<file path="src/rtl/alu_pkg.sv">
// Shared ALU definitions: opcode width, default data width and opcode encodings.
// Imported by the issuer, the pipelined ALU and their benches.
package alu_pkg;

   localparam int OPCODE_W   = 2;
   localparam int ALU_DATA_W = 8;

   localparam logic [OPCODE_W-1:0] OP_0 = 2'd0;
   localparam logic [OPCODE_W-1:0] OP_1 = 2'd1;
   localparam logic [OPCODE_W-1:0] OP_2 = 2'd2;
   localparam logic [OPCODE_W-1:0] OP_3 = 2'd3;

endpackage

</file>
<file path="src/rtl/sync_fifo.sv">
// Single-clock FIFO with occupancy count; head entry is visible on rdata.
// Callers gate push on not-full and pop on not-empty.
module sync_fifo #(
   parameter int WIDTH = 8,
   parameter int DEPTH = 4
) (
   input  logic                     clk,
   input  logic                     rst,
   input  logic                     push,
   input  logic                     pop,
   input  logic [WIDTH-1:0]         wdata,
   output logic [WIDTH-1:0]         rdata,
   output logic [$clog2(DEPTH):0]   count
);

   localparam int AW = $clog2(DEPTH);
   localparam int CW = AW + 1;

   logic [WIDTH-1:0] mem_r [DEPTH];
   logic [AW-1:0]    wr_ptr_r;
   logic [AW-1:0]    rd_ptr_r;
   logic [CW-1:0]    count_r;

   // Storage, wrapping pointers and occupancy; storage is cleared so the head reads 0 after reset.
   always_ff @(posedge clk or posedge rst) begin
      if (rst) begin
         for (int i = 0; i < DEPTH; i++) begin
            mem_r[i] <= {WIDTH{1'b0}};
         end
         wr_ptr_r <= {AW{1'b0}};
         rd_ptr_r <= {AW{1'b0}};
         count_r  <= {CW{1'b0}};
      end else begin
         if (push) begin
            mem_r[wr_ptr_r] <= wdata;
            wr_ptr_r        <= wr_ptr_r + AW'(1);
         end
         if (pop) begin
            rd_ptr_r <= rd_ptr_r + AW'(1);
         end
         case ({push, pop})
            2'b10:   count_r <= count_r + CW'(1);
            2'b01:   count_r <= count_r - CW'(1);
            default: count_r <= count_r;
         endcase
      end
   end

   assign rdata = mem_r[rd_ptr_r];
   assign count = count_r;

endmodule

</file>
<file path="src/rtl/alu_cmd_issuer.sv">
// Front-end for the pipelined ALU: queues commands, issues them credit-gated onto the
// ALU ports, tags each through the fixed ALU latency and queues results for the consumer.
module alu_cmd_issuer
   import alu_pkg::*;
#(
   parameter int DATA_W      = ALU_DATA_W,
   parameter int CMD_DEPTH   = 4,
   parameter int RSP_DEPTH   = 4,
   parameter int ALU_LATENCY = 2
) (
   input  logic                clk,
   input  logic                rst,
   input  logic                cmd_valid,
   output logic                cmd_ready,
   input  logic [OPCODE_W-1:0] cmd_opcode,
   input  logic [DATA_W-1:0]   cmd_a,
   input  logic [DATA_W-1:0]   cmd_b,
   output logic [OPCODE_W-1:0] alu_opcode,
   output logic [DATA_W-1:0]   alu_a,
   output logic [DATA_W-1:0]   alu_b,
   input  logic [DATA_W-1:0]   alu_result,
   output logic                rsp_valid,
   input  logic                rsp_ready,
   output logic [DATA_W-1:0]   rsp_result,
   output logic [OPCODE_W-1:0] rsp_opcode,
   output logic                busy
);

   localparam int CMD_W  = OPCODE_W + 2 * DATA_W;
   localparam int RSP_W  = DATA_W + OPCODE_W;
   localparam int CMD_CW = $clog2(CMD_DEPTH) + 1;
   localparam int RSP_CW = $clog2(RSP_DEPTH) + 1;
   localparam int INF_CW = $clog2(ALU_LATENCY + 1);
   localparam int SUM_W  = $clog2(RSP_DEPTH + ALU_LATENCY + 1) + 1;

   function automatic logic [INF_CW-1:0] popcount(input logic [ALU_LATENCY-1:0] v);
      logic [INF_CW-1:0] n;
      n = {INF_CW{1'b0}};
      for (int i = 0; i < ALU_LATENCY; i++) begin
         n = n + INF_CW'(v[i]);
      end
      return n;
   endfunction

   logic [CMD_CW-1:0]                     cmd_count_s;
   logic [CMD_W-1:0]                      cmd_head_s;
   logic                                  cmd_push_s;
   logic [RSP_CW-1:0]                     rsp_count_s;
   logic [RSP_W-1:0]                      rsp_head_s;
   logic                                  rsp_push_s;
   logic                                  rsp_pop_s;
   logic [INF_CW-1:0]                     inflight_s;
   logic [SUM_W-1:0]                      credit_use_s;
   logic                                  issue_s;
   logic [ALU_LATENCY-1:0]                tag_valid_r;
   logic [ALU_LATENCY-1:0][OPCODE_W-1:0]  tag_op_r;

   assign cmd_ready  = (cmd_count_s != CMD_CW'(CMD_DEPTH));
   assign cmd_push_s = cmd_valid && cmd_ready;

   sync_fifo #(.WIDTH(CMD_W), .DEPTH(CMD_DEPTH)) u_cmd_fifo (
      .clk   (clk),
      .rst   (rst),
      .push  (cmd_push_s),
      .pop   (issue_s),
      .wdata ({cmd_opcode, cmd_a, cmd_b}),
      .rdata (cmd_head_s),
      .count (cmd_count_s)
   );

   // Issue only while every in-flight op plus every queued response still fits in the response FIFO.
   always_comb begin
      inflight_s   = popcount(tag_valid_r);
      credit_use_s = SUM_W'(inflight_s) + SUM_W'(rsp_count_s);
      issue_s      = (cmd_count_s != {CMD_CW{1'b0}}) && (credit_use_s < SUM_W'(RSP_DEPTH));
   end

   // ALU operand registers; a bubble drives zeros.
   always_ff @(posedge clk or posedge rst) begin
      if (rst) begin
         alu_opcode <= OP_0;
         alu_a      <= {DATA_W{1'b0}};
         alu_b      <= {DATA_W{1'b0}};
      end else if (issue_s) begin
         alu_opcode <= cmd_head_s[CMD_W-1 -: OPCODE_W];
         alu_a      <= cmd_head_s[2*DATA_W-1 -: DATA_W];
         alu_b      <= cmd_head_s[DATA_W-1:0];
      end else begin
         alu_opcode <= OP_0;
         alu_a      <= {DATA_W{1'b0}};
         alu_b      <= {DATA_W{1'b0}};
      end
   end

   // Tag shift register mirroring the ALU pipeline; the last stage lines up with alu_result.
   always_ff @(posedge clk or posedge rst) begin
      if (rst) begin
         tag_valid_r <= {ALU_LATENCY{1'b0}};
         tag_op_r    <= {(ALU_LATENCY*OPCODE_W){1'b0}};
      end else begin
         for (int i = ALU_LATENCY - 1; i > 0; i--) begin
            tag_valid_r[i] <= tag_valid_r[i-1];
            tag_op_r[i]    <= tag_op_r[i-1];
         end
         tag_valid_r[0] <= issue_s;
         tag_op_r[0]    <= issue_s ? cmd_head_s[CMD_W-1 -: OPCODE_W] : OP_0;
      end
   end

   assign rsp_push_s = tag_valid_r[ALU_LATENCY-1];
   assign rsp_pop_s  = rsp_valid && rsp_ready;

   sync_fifo #(.WIDTH(RSP_W), .DEPTH(RSP_DEPTH)) u_rsp_fifo (
      .clk   (clk),
      .rst   (rst),
      .push  (rsp_push_s),
      .pop   (rsp_pop_s),
      .wdata ({alu_result, tag_op_r[ALU_LATENCY-1]}),
      .rdata (rsp_head_s),
      .count (rsp_count_s)
   );

   assign rsp_valid  = (rsp_count_s != {RSP_CW{1'b0}});
   assign rsp_result = rsp_head_s[RSP_W-1 -: DATA_W];
   assign rsp_opcode = rsp_head_s[OPCODE_W-1:0];
   assign busy       = (cmd_count_s != {CMD_CW{1'b0}}) || (inflight_s != {INF_CW{1'b0}})
                       || (rsp_count_s != {RSP_CW{1'b0}});

endmodule
</file>
<file path="config.mk">
export PLATFORM = sky130hd
export DESIGN_NAME = alu_cmd_issuer
export DESIGN_NICKNAME = d
export VERILOG_FILES = /design/src/rtl/alu_pkg.sv /design/src/rtl/sync_fifo.sv /design/src/rtl/alu_cmd_issuer.sv
export SDC_FILE = /design/constraint.sdc
export NUM_CORES = 1
export LEC_CHECK = 0
export BUFFER_PORTS_ARGS = -buffer_cell sky130_fd_sc_hd__buf_2
export CAP_MARGIN = 20
export CORE_AREA = 2 2 132 134
export CTS_BUF_LIST = sky130_fd_sc_hd__clkbuf_4 sky130_fd_sc_hd__clkbuf_8
export DETAILED_ROUTE_END_ITERATION = 10
export DIE_AREA = 0 0 134 136
export RECOVER_POWER = 50
export SKIP_LAST_GASP = 1
export SLEW_MARGIN = 20
export SYNTH_ARGS = -nofsm -noshare
export SYNTH_HDL_FRONTEND = slang
export SYNTH_SLANG_ARGS = --single-unit
</file>
<file path="constraint.sdc">
create_clock -name clk -period 6.9 [get_ports clk]
set_clock_uncertainty 0.05 [all_clocks]
set_input_delay 1.38 -clock clk [delete_from_list [all_inputs] [get_ports clk]]
set_output_delay 1.38 -clock clk [all_outputs]
set_load 0.005 [all_outputs]
</file>
==> metrics.csv <==
metric,value,unit
largest net degree at the start of global routing,89,
post-detailed-route via-to-cell ratio,4.92,
number of buffers inserted for hold repair after clock tree synthesis,0,
post-layout min period,3.47,ns
final-report max-slew violation count,62,
instance count after placement with tap cells included,663,
Fin Hold WS,0.334,ns
reg2reg end,u_cmd_fifo.count[2]$_DFFE_PP0P_,
count of input and output buffers,60,
via count of the first global-routing pass,3777,
die boundary height,136,µm
number of remaining DRC errors,0,
internal power summed over all cells,2560,µW
most numerous cell in the Yosys netlist,dfrtp_1,
violated checks,"capacitance limit, slew limit",
length of the first detailed-routing pass in iterations,5,
DRC marker count from the first detailed-route iteration,148,
standard cell area after detailed placement,7000,µm²
multi-input gate area in the final layout,2510,µm²
measured slew at the worst slew-check pin,2.65,ns
fin area,7350,µm²
status,finished with violations,
total number of vias,3417,
Antenna diodes,0,
number of nets in the layout,502,
data required time at the worst endpoint,7.22,ns
CP Launch Type,register,
postcts setup bufs,0,
fraction of power consumed by the clock network,0.212,
worst-skew pair later-pin latency,0.45,ns
Fin. Hold Viols,0,
area share of the leading cell type in the synthesized netlist,0.565,
Core Box Area,16900,µm²
peak supply drop,0.267,mV
FILL cells,1561,
clock sink total,148,
sum of net half-perimeters after detailed placement,7740,µm
Post-synth top cells,"dfrtp_1, mux2_2, mux2_4",
unique cell type count in the Yosys netlist,27,
crit share post-route,0.503,
critical path class,reg -> reg,
Setup crit start,tag_valid_r[1]$_DFF_PP0_,
Mapped Avg Cell Area,16.7,µm²
flip-flop and latch count after synthesis,148,
overall fraction of global-route tracks in use,0.146,
Syn. warnings,0,
mean routed wirelength per cell,17.7,µm
antenna violations before repair,0,
proportion of power drawn by combinational gates,0.360,
highest attainable clock frequency,288,MHz
fraction of registers with async set/reset,1.00,
instance count of the mapped netlist,393,
Top-Level Pins,61,
cell types occupying the most area after synthesis,"dfrtp_1, mux2_2, mux4_2, mux2_4, ha_1",
TritonCTS clock tree,yes,
critical path arrival,3.79,ns
post-cts sizing count,0,
setup-violating endpoint count in the final report,0,
largest buffer count on any clock path,2,
final weighted congestion of routability-driven global placement,0.712,
type of the tightest min-delay check,reg -> reg,
CP endpoint,u_cmd_fifo.count[2]$_DFFE_PP0P_,
Chip Width,134,µm
accumulated negative setup slack,0,ns
leakage power of the design,0.00330,µW
post-synthesis to final-layout area growth,12.1,%
Total Die Area,18200,µm²
sequential cell area in the final layout,3700,µm²
most instantiated flip-flop cell in the synthesis netlist,dfrtp_1,
total number of H-tree levels,4,
first-pass GRT wire length,20200,µm
power per cell area,497,nW/µm²
number of placement rows,48,
Util after Layout,0.436,
Antenna Nets Post-Route,0,
largest area contributor in the synthesized netlist,dfrtp_1,
switching pwr,1090,µW
tightest slew margin relative to the limit,-0.779,
worst reg-to-reg setup slack,3.43,ns
sequential share of power,0.428,
Post-Synthesis Cell Area,6560,µm²
endpoint type of the worst setup path,register,
number of cells on the worst reg-to-reg path,11,
final global-route overflow total,0,
cell at the root of the clock tree,clkbuf_8,
max-cap violation count,1,
non-filler instance count after layout,695,
switching share of power,0.299,
setup repair after global routing missed its margin,false,
sequential-to-total area share from yosys stat,0.565,
Initial Util,0.388,
proportion of layout cells with a drive suffix above 1,0.445,
number of clock buffers inserted by TritonCTS,17,
origin of the critical flop-to-flop path,tag_valid_r[1]$_DFF_PP0_,
Final Routed Wirelength,12300,µm
Max Fanout on Critical Path,20,
"Reg clk slew, reported paths",0.08,ns
"EDFF count, synth",0,
post-synthesis net count,438,
[state kept, by name, indices dropped and copies added (netlist names), 3 cells and up]
signal and cells:
u_rsp_fifo.mem_r 40, u_cmd_fifo.mem_r 72, u_cmd_fifo.count 3, alu_b 8, alu_a 8, u_rsp_fifo.count 3, tag_op_r 4
[logic make-up (layout without fill, tap and decap cells)]
| family | count (synthesis) | after routing | synth area share |
|---|---|---|---|
| xor+xnor | 12 | 12 | 0.0160 |
| mux | 143 | 143 | 0.316 |
| fa+ha+maj | 15 | 15 | 0.0309 |
| buf+inv | 35 | 112 | 0.0366 |
| simple gates | 38 | 38 | 0.0330 |
| flops | 148 | 148 | 0.565 |
| compound gates | 2 | 2 | 0.00229 |
[final cells by class]
class,count,area share
clock buffers,22,0.0386
clock inverters,10,0.0242
inverters,15,0.00783
multi-input cells,210,0.342
flip-flops and latches,148,0.504
well taps,225,0.0383
repair buffers,65,0.0451
[worst min path at each step]
stage,cells past startpoint,endpoint,startpoint
after floorplan,0,tag_op_r[2]$_DFF_PP0_,tag_op_r[0]$_DFF_PP0_
after global placement,0,tag_op_r[2]$_DFF_PP0_,tag_op_r[0]$_DFF_PP0_
after detailed placement,0,tag_op_r[2]$_DFF_PP0_,tag_op_r[0]$_DFF_PP0_
after CTS,0,tag_op_r[2]$_DFF_PP0_,tag_op_r[0]$_DFF_PP0_
after global routing,0,tag_op_r[2]$_DFF_PP0_,tag_op_r[0]$_DFF_PP0_
final,0,tag_op_r[2]$_DFF_PP0_,tag_op_r[0]$_DFF_PP0_
[worst max-delay path, cell delays in order, from the launching register on]
cell	delay (ns)
dfrtp_1	0.47
ha_1	0.22
ha_1	0.26
a311o_1	0.32
or2_0	0.72
inv_1	0.26
ha_1	0.21
inv_1	0.06
fa_1	0.37
xor2_1	0.15
nor2_1	0.12
xor2_1	0.16
[through the flow]
step | total power (µW) | worst slack (ns)
6_report | 3660 | 3.43
3_5_place_dp | 3010 | 3.75
3_3_place_gp | 2940 | 3.78
4_1_cts | 3800 | 3.38
2_1_floorplan | 2670 | 1.49
5_1_grt | 3900 | 3.03
[power by group through the flow]
stage,clock [µW],combinational [µW],sequential (µW)
after floorplan,0,1220,1460
after global placement,0,1380,1570
after detailed placement,0,1420,1590
after CTS,796,1430,1580
after global routing,836,1450,1620
final,775,1320,1570
[layout by cell type (no fill, tap or decap)]
| cell | synthesis | routed |
|---|---|---|
| nand3_1 | 2 | 2 |
| bufinv_16 | 0 | 5 |
| or2_0 | 0 | 1 |
| dfrtp_1 | 148 | 148 |
| nor2_1 | 2 | 2 |
| mux2_2 | 73 | 73 |
| nor3_1 | 2 | 2 |
| or3b_1 | 1 | 1 |
| mux2i_1 | 2 | 2 |
| buf_4 | 2 | 2 |
| clkbuf_8 | 0 | 19 |
| buf_6 | 4 | 1 |
| mux4_2 | 28 | 28 |
| fa_1 | 2 | 2 |
| and2_0 | 0 | 1 |
| o21ai_0 | 1 | 1 |
| clkinv_2 | 0 | 4 |
| a311o_1 | 1 | 1 |
| ha_1 | 13 | 13 |
| and3_1 | 4 | 4 |
| clkbuf_4 | 0 | 3 |
| clkinvlp_2 | 0 | 1 |
| inv_1 | 15 | 14 |
| clkinvlp_4 | 0 | 1 |
| nor3b_1 | 1 | 1 |
| xor2_1 | 7 | 7 |
| mux2_1 | 0 | 26 |
| mux2_4 | 40 | 14 |
| xnor2_1 | 5 | 5 |
| nor2b_1 | 18 | 18 |
| clkbuf_1 | 5 | 4 |
| buf_2 | 5 | 58 |
| nand2_1 | 6 | 6 |
[metal layers]
metal / vias up / global-route usage / share of wire
met1: 1820 / 0.188 / 0.45
li1: 1516 / - / -
met4: 0 / 0.0591 / 0.017
met2: 64 / 0.238 / 0.49
met5: - / 0 / 0
met3: 17 / 0.0373 / 0.041
Note: power is estimated with default switching activity, not from simulation.
